[src/rtl/div_clock_counter_pkg.sv]
// Shared types and helpers for div_clock_counter and its prescaler.
package div_clock_counter_pkg;

    typedef enum logic {
        DIR_UP   = 1'b0,
        DIR_DOWN = 1'b1
    } count_dir_e;

    localparam int unsigned RATIO_W = 32;

    // A ratio of zero behaves like one: tick on every enabled cycle.
    function automatic logic [RATIO_W-1:0] eff_ratio(input logic [RATIO_W-1:0] ratio);
        return (ratio == '0) ? RATIO_W'(1) : ratio;
    endfunction

endpackage

[src/rtl/div_clock_counter_clk_prescaler.sv]
// Programmable prescaler: emits a one-cycle advance strobe every R enabled cycles.
module clk_prescaler
    import div_clock_counter_pkg::*;
#(
    parameter int unsigned DIV_BITS    = 16,
    parameter int unsigned DIV_DEFAULT = 1000
) (
    input  logic                clk,
    input  logic                reset_n,
    input  logic                enable,
    input  logic                clear,
    input  logic                load,
    input  logic [DIV_BITS-1:0] ratio,
    output logic                tick
);

    logic [DIV_BITS-1:0] count_q;
    logic [DIV_BITS-1:0] ratio_q;
    logic [RATIO_W-1:0]  r_eff;
    logic                at_end;

    // tick is the pre-register strobe; the parent registers it alongside the counter.
    always_comb begin
        r_eff  = eff_ratio(RATIO_W'(ratio_q));
        at_end = (RATIO_W'(count_q) == (r_eff - RATIO_W'(1)));
        tick   = enable && !clear && !load && at_end;
    end

    always_ff @(posedge clk or negedge reset_n) begin
        if (!reset_n) begin
            count_q <= '0;
            ratio_q <= DIV_BITS'(DIV_DEFAULT);
        end else begin
            if (clear || load) begin
                count_q <= '0;
            end else if (enable) begin
                count_q <= at_end ? '0 : count_q + DIV_BITS'(1);
            end
            if (load) begin
                ratio_q <= ratio;
            end
        end
    end

endmodule

[src/rtl/div_clock_counter.sv]
// Tick counter with programmable prescaler, wrap flag and divided clock.
// Optional capture register enabled by defining DIV_CLOCK_COUNTER_CAPTURE_EN.
module div_clock_counter
    import div_clock_counter_pkg::*;
#(
    parameter int unsigned COUNTER_BITS = 8,
    parameter int unsigned DIV_BITS     = 16,
    parameter int unsigned DIV_DEFAULT  = 1000
) (
    input  logic                    clk,
    input  logic                    reset_n,
    input  logic                    enable,
    input  logic                    clear,
    input  logic                    div_load,
    input  logic [DIV_BITS-1:0]     div_ratio,
    input  logic                    count_down,
    output logic [COUNTER_BITS-1:0] counter_out,
    output logic                    tick,
    output logic                    wrap,
    output logic                    clk_div_out
`ifdef DIV_CLOCK_COUNTER_CAPTURE_EN
    ,
    input  logic                    capture,
    output logic [COUNTER_BITS-1:0] capture_out,
    output logic                    capture_valid
`endif
);

    logic                    adv;
    logic [COUNTER_BITS-1:0] count_next;
    logic                    wrap_next;

    clk_prescaler #(
        .DIV_BITS    (DIV_BITS),
        .DIV_DEFAULT (DIV_DEFAULT)
    ) u_prescaler (
        .clk     (clk),
        .reset_n (reset_n),
        .enable  (enable),
        .clear   (clear),
        .load    (div_load),
        .ratio   (div_ratio),
        .tick    (adv)
    );

    always_comb begin
        count_next = counter_out;
        wrap_next  = 1'b0;
        if (clear) begin
            count_next = '0;
        end else if (adv) begin
            if (count_down == DIR_DOWN) begin
                count_next = counter_out - COUNTER_BITS'(1);
                wrap_next  = (counter_out == '0);
            end else begin
                count_next = counter_out + COUNTER_BITS'(1);
                wrap_next  = (counter_out == '1);
            end
        end
    end

    always_ff @(posedge clk or negedge reset_n) begin
        if (!reset_n) begin
            counter_out <= '0;
            tick        <= 1'b0;
            wrap        <= 1'b0;
            clk_div_out <= 1'b0;
        end else begin
            counter_out <= count_next;
            tick        <= adv;
            wrap        <= wrap_next;
            if (adv) begin
                clk_div_out <= ~clk_div_out;
            end
        end
    end

`ifdef DIV_CLOCK_COUNTER_CAPTURE_EN
    // Captures the post-update value so a capture on a tick edge sees the new count.
    always_ff @(posedge clk or negedge reset_n) begin
        if (!reset_n) begin
            capture_out   <= '0;
            capture_valid <= 1'b0;
        end else if (clear) begin
            capture_valid <= 1'b0;
        end else if (capture) begin
            capture_out   <= count_next;
            capture_valid <= 1'b1;
        end
    end
`endif

endmodule
[config.mk]
export PLATFORM = sky130hd
export DESIGN_NAME = div_clock_counter
export DESIGN_NICKNAME = d
export VERILOG_FILES = /design/src/rtl/div_clock_counter_pkg.sv /design/src/rtl/div_clock_counter_clk_prescaler.sv /design/src/rtl/div_clock_counter.sv
export SDC_FILE = /design/constraint.sdc
export NUM_CORES = 1
export LEC_CHECK = 0
export BUFFER_PORTS_ARGS = -buffer_cell sky130_fd_sc_hd__buf_2
export CAP_MARGIN = 10
export CORE_MARGIN = 1
export CORE_UTILIZATION = 60
export CTS_CLUSTER_SIZE = 40
export DETAILED_ROUTE_END_ITERATION = 16
export PLACE_DENSITY = 0.91
export SLEW_MARGIN = 20
export SYNTH_ARGS = -nofsm -noshare
export SYNTH_HDL_FRONTEND = slang
export SYNTH_HIERARCHICAL = 1
export SYNTH_SLANG_ARGS = --single-unit
[constraint.sdc]
create_clock -name clk -period 7.3 [get_ports clk]
set_input_delay 0.73 -clock clk [delete_from_list [all_inputs] [get_ports clk]]
set_output_delay 0.73 -clock clk [all_outputs]
set_load 0.02 [all_outputs]
==> reports/qor.csv, run 1 <==
stage,metric,value,unit
power_and_ir_drop,power_density,152,nW/um2
placed_design,dp.cells,392,
logic_synthesis,ys_warn_count,6,
die,pin_count,33,
sta,finalCritPeriodShare,64.1,%
logic_synthesis,syn-mean-instance-area,9.76,um2
routing,drc,0,
clocking,post-cts-setup-buffers,0,
logic_synthesis,synthArstFlopShare,100,%
clocking,cts_tree,built,
power_and_ir_drop,ir_drop,0.131,mV
grt,grt_pass1_wl,11600,um
grt,antenna_found_initial,0,
logic_synthesis,synth.ff_latch_count,43,
sta,slew_violations,0,
run_status,status,finished clean,
die,chipHeight,73.1,um
sta,fin_skew,6.21,ps
sta,setup_tns,0,ps
power_and_ir_drop,p_sw_share,29.1,%
logic_synthesis,netlist_top_cells_area,"dfrtp_1 (31%), mux2_2 (5.9%), xnor2_1 (5.5%)",
grt,overflow,0,
clocking,htree_levels,2,
power_and_ir_drop,power.share.combinational,15.6,%
critical_path,cp_cell_sequence,"nor4_4, and2_1, nor2b_1, a21oi_1, ha_1, and3_1, xnor2_1, a2111oi_2, o311ai_0, nor4b_1, and4_1, nand2_1, nand4bb_1, mux2_4, a21o_1, a21oi_2",
sta,rsz0062_at_grt,false,
critical_path,end_kind,register,
power_and_ir_drop,p_total,0.499,mW
clocking,path_clk_slew,80,ps
logic_synthesis,synth_top_family_by_area,simple AND/OR/NAND/NOR gates,
finish,drive_gt1_share,24.0,%
logic_synthesis,yosysMostFrequentCell,dfrtp_1,
die,core_area,4790,um2
clocking,insertion_delay,300,ps
grt,grt_max_degree,44,
clocking,cts_sinks,43,
routing,drt_iter0_markers,196,
clocking,hold_buffers,0,
routing,finalWirelength,6900,um
grt,grt_pass1_vias,2616,
sta,fmax,214,MHz
min_path,hold_class,input port to async pin,
finish,stdcell_count,400,
power_and_ir_drop,p_switching,0.145,mW
flow_run,cap_violations,0,
die,rows,25,
sta,finalHoldViolCount,0,
die,die_x,73.1,um
sta,worstMarginPinSlew,702,ps
critical_path,arrival,4920,ps
sta,fin_crit,4680,ps
routing,post_drt_wl_per_cell,17.2,um
logic_synthesis,synth_top_area_share,30.5,%
critical_path,slowest_stage,and4_1,
power_and_ir_drop,p_int,0.354,mW
finish,synthToLayoutAreaGrowth,7.79,%
sta,finalSetupViolations,0,
logic_synthesis,syn-num-nets,342,
routing,routed-via-count,2558,
logic_synthesis,synth-adder-area-share,3.96,%
routing,first_pass_iters,4,
routing,vias_per_cell,6.40,
logic_synthesis,synth_cell_types,68,
logic_synthesis,synth_compound_area_share,14.3,%
critical_path,path_class,register to register,
logic_synthesis,synth_mux_area_share,7.75,%
logic_synthesis,synth_xor_area_share,7.50,%
logic_synthesis,synth_common_cells,"dfrtp_1 (37), nand2_1 (21), nand3_1 (19), xnor2_1 (19), nor2_1 (18)",
power_and_ir_drop,p_leak,1.31,nW
finish,diodes,0,
finish,fin_nets,363,
placed_design,dpl.hpwl,5020,um
sta,whs,405,ps
power_and_ir_drop,p_clk_share,30.0,%
logic_synthesis,yosysSeqAreaShare,35.7,%
placed_design,gp_congestion,0.874,
clocking,root_buffer,clkbuf_8,
logic_synthesis,synth_edf_count,0,
logic_synthesis,yosys.area.top_type,dfrtp_1,
routing,ant_nets,0,
grt,track_usage,28.8,%
sta,relSlewSlack,53.2,%
clocking,cts_resized,0,
clocking,cts_buffers,5,
power_and_ir_drop,seq_power_share,54.4,%
logic_synthesis,ys.flop_type,dfrtp_1,
logic_synthesis,netlist_area,3040,um2
placed_design,io_buffers,32,
logic_synthesis,syn_inst,311,
critical_path,critPathRequiredTime,7530,ps
logic_synthesis,synth-simple-area-share,26.5,%
finish,fill_cells,386,
critical_path,critPathMaxStageDelay,690,ps
critical_path,cp_max_fo,18,
die,initial_core_util,63.4,%
critical_path,cp-start-kind,register,
die,dieArea,5350,um2
clocking,cts_max_path_buffers,2,
==> worst max-delay path: cells and delay by family, from the launching register on <==
kind,cells,cell delay [ps]
XOR/XNOR,1,140
adder cells (fa/ha/maj),1,250
AO/OA/AOI/OAI,5,940
AND/OR/NAND/NOR,8,2470
flip-flops,1,510
multiplexers,1,290
==> kinds of logic (layout without fill, tap and decap cells) <==
kind of cell             count (synthesis)  after routing
AO/OA/AOI/OAI                           59             59
XOR/XNOR                                26             26
adder cells (fa/ha/maj)                  9              9
buffers and inverters                   27             49
flip-flops                              43             43
multiplexers                            21             21
AND/OR/NAND/NOR                        126            126
==> cell type report <==
class	count	area, um2	share of cell area, %
clock inverter	1	5.00	0.153
tap	67	83.8	2.56
clock buffer	7	76.3	2.33
sequential	43	1080	33.1
timing repair buffer	33	170	5.20
multi-input combinational	241	1820	55.7
inverter	8	30.0	0.918
==> stage by stage <==
stage	setup slack (ps)	instance area, um2	util [%]
4_1_cts	2670	3270	68.3
2_1_floorplan	3430	3040	-
6_report	2620	3270	68.4
3_5_place_dp	2720	3190	66.6
3_3_place_gp	2880	3190	66.6
5_1_grt	2400	3270	68.4
==> metal layers <==
metal,GRT usage [%],up-vias,wire [um]
met4,11.8,0,137
met3,4.42,12,334
li1,-,1212,-
met5,0,-,0
met1,33.8,1252,2880
met2,52.3,82,3540
==> layout by cell type, fill, tap and decap left out, drive strengths merged, types with 4 or more instances in the layout <==
cell	netlist	final
buf	10	33
and3	5	5
ha	8	8
clkbuf	9	7
nor3	11	11
a31oi	8	8
nand3	19	19
o311ai	8	8
a21oi	10	10
o22ai	4	4
nor3b	4	4
mux2	17	17
nor4b	4	4
xnor2	19	19
dfstp	6	6
inv	8	8
mux2i	4	4
nand2	22	22
o21ai	7	7
nand4	14	14
xor2	7	7
nor4	8	8
dfrtp	37	37
nor2	18	18
==> power by group through the flow <==
| stage | Sequential [mW] | Clock (mW) | Combinational [mW] |
|---|---|---|---|
| after floorplan | 0.266 | 0 | 0.0625 |
| after global placement | 0.274 | 0 | 0.0732 |
| after detailed placement | 0.276 | 0 | 0.0765 |
| after CTS | 0.271 | 0.154 | 0.0770 |
| after global routing | 0.273 | 0.165 | 0.0846 |
| final | 0.272 | 0.150 | 0.0776 |
==> final timing paths <==
kind	from	end	slack (ps)	cells after the start
worst min-delay path	reset_n	counter_out[3]	410	1
worst max register to register	u_prescaler/ratio_q[10]	counter_out[7]	2620	16
min in group clk	clk_div_out	clk_div_out	470	1
worst min register to register	clk_div_out	clk_div_out	470	1
worst max-delay path	u_prescaler/ratio_q[10]	counter_out[7]	2620	16
max in group asynchronous	reset_n	u_prescaler/ratio_q[6]	6500	1
==> flip-flops by register name (all words and copies together) (netlist names) <==
signal	flops
u_prescaler/count_q	16
wrap	1
clk_div_out	1
counter_out	8
u_prescaler/ratio_q	16
tick	1
No activity file was read; power rests on OpenSTA's default activity.
==> run 2: changes to the inputs <==
Settings changed: ABC_AREA set to 1, CORE_UTILIZATION 60 to 54, PLACE_DENSITY 0.91 to 0.87.
Clock period 7.3 ns to 3.9 ns, I/O delays scaled along.
==> run 2 against run 1 <==
Against the previous run: die area increased by 23%; area after synthesis increased by 11%; sequential power increased by 80%; critical path depth increased by 10; via count increased by 32%; hold slack got worse by 180 ps.
==> reports/qor.csv, run 2 <==
stage,metric,value,unit,change
routing,ant_nets,0,,unchanged
die,die_x,81.0,um,was 73.1 um
critical_path,critPathMaxStageDelay,450,ps,was 690 ps
clocking,htree_levels,2,,unchanged
die,pin_count,33,,unchanged
logic_synthesis,syn-mean-instance-area,6.57,um2,was 9.76 um2
logic_synthesis,synth.ff_latch_count,43,,unchanged
die,dieArea,6560,um2,was 5350 um2
sta,finalSetupViolations,0,,unchanged
power_and_ir_drop,p_leak,1.94,nW,was 1.31 nW
logic_synthesis,synth_top_family_by_area,simple AND/OR/NAND/NOR gates,,unchanged
logic_synthesis,ys_warn_count,6,,unchanged
grt,grt_max_degree,44,,unchanged
finish,drive_gt1_share,15.2,%,was 24.0%
routing,finalWirelength,8640,um,was 6900 um
logic_synthesis,synth_top_area_share,27.5,%,was 30.5%
sta,rsz0062_at_grt,false,,unchanged
sta,fmax,289,MHz,was 214 MHz
die,chipHeight,81.0,um,was 73.1 um
logic_synthesis,syn_inst,513,,was 311
clocking,cts_resized,0,,unchanged
grt,grt_pass1_wl,14200,um,was 11600 um
sta,setup_tns,0,ps,unchanged
sta,finalHoldViolCount,0,,unchanged
routing,first_pass_iters,5,,was 4
finish,diodes,0,,unchanged
logic_synthesis,synth_compound_area_share,7.54,%,was 14.3%
clocking,post-cts-setup-buffers,0,,unchanged
logic_synthesis,synth_xor_area_share,4.94,%,was 7.50%
routing,drt_iter0_markers,294,,was 196
die,rows,28,,was 25
die,core_area,5960,um2,was 4790 um2
grt,grt_pass1_vias,3138,,was 2616
flow_run,cap_violations,0,,unchanged
critical_path,crit_family,simple AND/OR/NAND/NOR gates,,unchanged
logic_synthesis,netlist_area,3370,um2,was 3040 um2
placed_design,dpl.hpwl,6750,um,was 5020 um
clocking,path_clk_slew,80,ps,about the same
die,initial_core_util,56.6,%,was 63.4%
logic_synthesis,yosysMostFrequentCell,nand2_1,,was dfrtp_1
logic_synthesis,synth_cell_types,38,,was 68
logic_synthesis,synth-adder-area-share,3.56,%,was 3.96%
clocking,cts_max_path_buffers,2,,unchanged
min_path,hold_class,input port to async pin,,unchanged
critical_path,path_class,register to register,,unchanged
sta,finalCritPeriodShare,88.6,%,was 64.1%
clocking,cts_buffers,5,,unchanged
sta,worstMarginPinSlew,938,ps,was 702 ps
critical_path,slowest_stage,dfrtp_1,,was and4_1
finish,fin_nets,577,,was 363
logic_synthesis,netlist_top_cells_area,"dfrtp_1 (27%), nand2_1 (18%), inv_1 (7.5%)",,"was dfrtp_1 (31%), mux2_2 (5.9%), xnor2_1 (5.5%)"
critical_path,critPathRequiredTime,4130,ps,was 7530 ps
finish,top_regs,"u_prescaler/count_q x16, u_prescaler/ratio_q x16, counter_out x8",,unchanged
grt,track_usage,28.5,%,was 28.8%
grt,overflow,0,,unchanged
routing,routed-via-count,3373,,was 2558
logic_synthesis,synth-simple-area-share,41.6,%,was 26.5%
finish,mostFrequentLayoutCell,nand2_1,,was dfrtp_1
logic_synthesis,synth_common_cells,"nand2_1 (162), inv_1 (67), nor2_1 (52)",,"was dfrtp_1 (37), nand2_1 (21), nand3_1 (19), xnor2_1 (19), nor2_1 (18)"
logic_synthesis,synth_edf_count,0,,unchanged
critical_path,cp_max_fo,11,,was 18
clocking,hold_buffers,0,,unchanged
power_and_ir_drop,ir_drop,0.147,mV,was 0.131 mV
sta,relSlewSlack,37.5,%,was 53.2%
critical_path,cp-start-kind,register,,unchanged
finish,synthToLayoutAreaGrowth,9.35,%,was 7.79%
logic_synthesis,ys.flop_type,dfrtp_1,,unchanged
critical_path,end_kind,register,,unchanged
sta,slew_violations,0,,unchanged
run_status,status,finished clean,,unchanged
finish,stdcell_count,622,,was 400
sta,fin_crit,3450,ps,was 4680 ps
critical_path,crit_top_cell,nand2_1,,
clocking,cts_tree,built,,unchanged
logic_synthesis,synth_mux_area_share,1.00,%,was 7.75%
placed_design,dp.cells,614,,was 392
routing,drc,0,,unchanged
logic_synthesis,syn-num-nets,544,,was 342
placed_design,io_buffers,32,,unchanged
critical_path,critPathBufInv,3,,was 0
clocking,cts_sinks,43,,unchanged
critical_path,arrival,3680,ps,was 4920 ps
logic_synthesis,synthArstFlopShare,100,%,unchanged
clocking,insertion_delay,300,ps,about the same
sta,fin_skew,3.37,ps,was 6.21 ps
placed_design,gp_congestion,0.914,,was 0.874
logic_synthesis,yosys.area.top_type,dfrtp_1,,unchanged
clocking,root_buffer,clkbuf_8,,unchanged
finish,mostFrequentLayoutCells,"nand2_1 (162), inv_1 (67), nor2_1 (52)",,"was dfrtp_1 (37), buf_2 (31), nand2_1 (21)"
grt,antenna_found_initial,0,,unchanged
power_and_ir_drop,power_density,264,nW/um2,was 152 nW/um2
routing,post_drt_wl_per_cell,13.9,um,was 17.2 um
logic_synthesis,yosysSeqAreaShare,32.1,%,was 35.7%
routing,vias_per_cell,5.42,,was 6.40
-- run 2: kinds of logic after synthesis --
logic type | Yosys count
compound gates | 49
xor+xnor | 19
fa+ha+maj | 9
buf+inv | 80
flops | 43
mux | 3
simple gates | 310
-- run 2: per-layer routing --
layer | routed length [um] | track usage [%]
met5 | 0 | 0
met4 | 206 | 10.5
met3 | 381 | 3.60
met2 | 4350 | 51.9
met1 | 3700 | 34.0
-- run 2: worst paths after layout --
check                                            start                 endpoint  slack [ps]  cells past startpoint
worst max-delay path            u_prescaler/ratio_q[2]           counter_out[3]         450                     26
worst max register to register  u_prescaler/ratio_q[2]           counter_out[3]         450                     26
min in group clk                         div_ratio[14]  u_prescaler/ratio_q[14]         300                      3
worst min-delay path                           reset_n  u_prescaler/ratio_q[13]         230                      1
worst min register to register             clk_div_out              clk_div_out         510                      1
max in group asynchronous                      reset_n           counter_out[6]        3090                      1
-- run 2: final cells by class --
type / count / area [um2]
clock inverter: 1 / 5.00
multi-input combinational: 390 / 1990
sequential: 43 / 1080
fill: 565 / 2270
tap: 75 / 93.8
clock buffer: 7 / 76.3
inverter: 73 / 274
timing repair buffer: 33 / 168
-- run 2: metrics by stage --
stage | setup WS [ps] | power (mW) | hold WS (ps) | cell area (um2) | utilization [%]
2_1_floorplan | 959 | 0.633 | 94.4 | 3370 | -
3_3_place_gp | 534 | 0.692 | 474 | 3590 | 60.4
3_5_place_dp | 404 | 0.696 | 490 | 3590 | 60.4
4_1_cts | 374 | 0.972 | 269 | 3680 | 61.7
5_1_grt | 81.1 | 1.02 | 304 | 3690 | 61.9
6_report | 445 | 0.972 | 230 | 3690 | 61.9
-- run 2: power breakdown --
| part | internal (mW) | total [mW] | switching [mW] |
|---|---|---|---|
| sequential | 0.467 | 0.489 | 0.0226 |
| combinational | 0.0684 | 0.203 | 0.135 |
| clock | 0.126 | 0.280 | 0.154 |
-- run 2: worst register-to-register path: stages (launching register included) --
cell and delay, ps:
dfrtp_1 450, nor2_2 180, nand2_1 160, nor2_2 180
nand2_4 130, nand2_1 110, inv_1 70, ha_1 260
nand2_2 160, nor2_2 80, nand2_1 80, nand2_1 80
nand2_1 80, nand2_1 50, nor2_1 110, nand2_1 60
nor2_1 80, nand3_1 90, nor2_2 130, nand3_4 160
nor2_4 170, inv_2 80, nor2_8 130, inv_2 60
a21oi_1 100, o21ai_1 90, o21ai_2 60
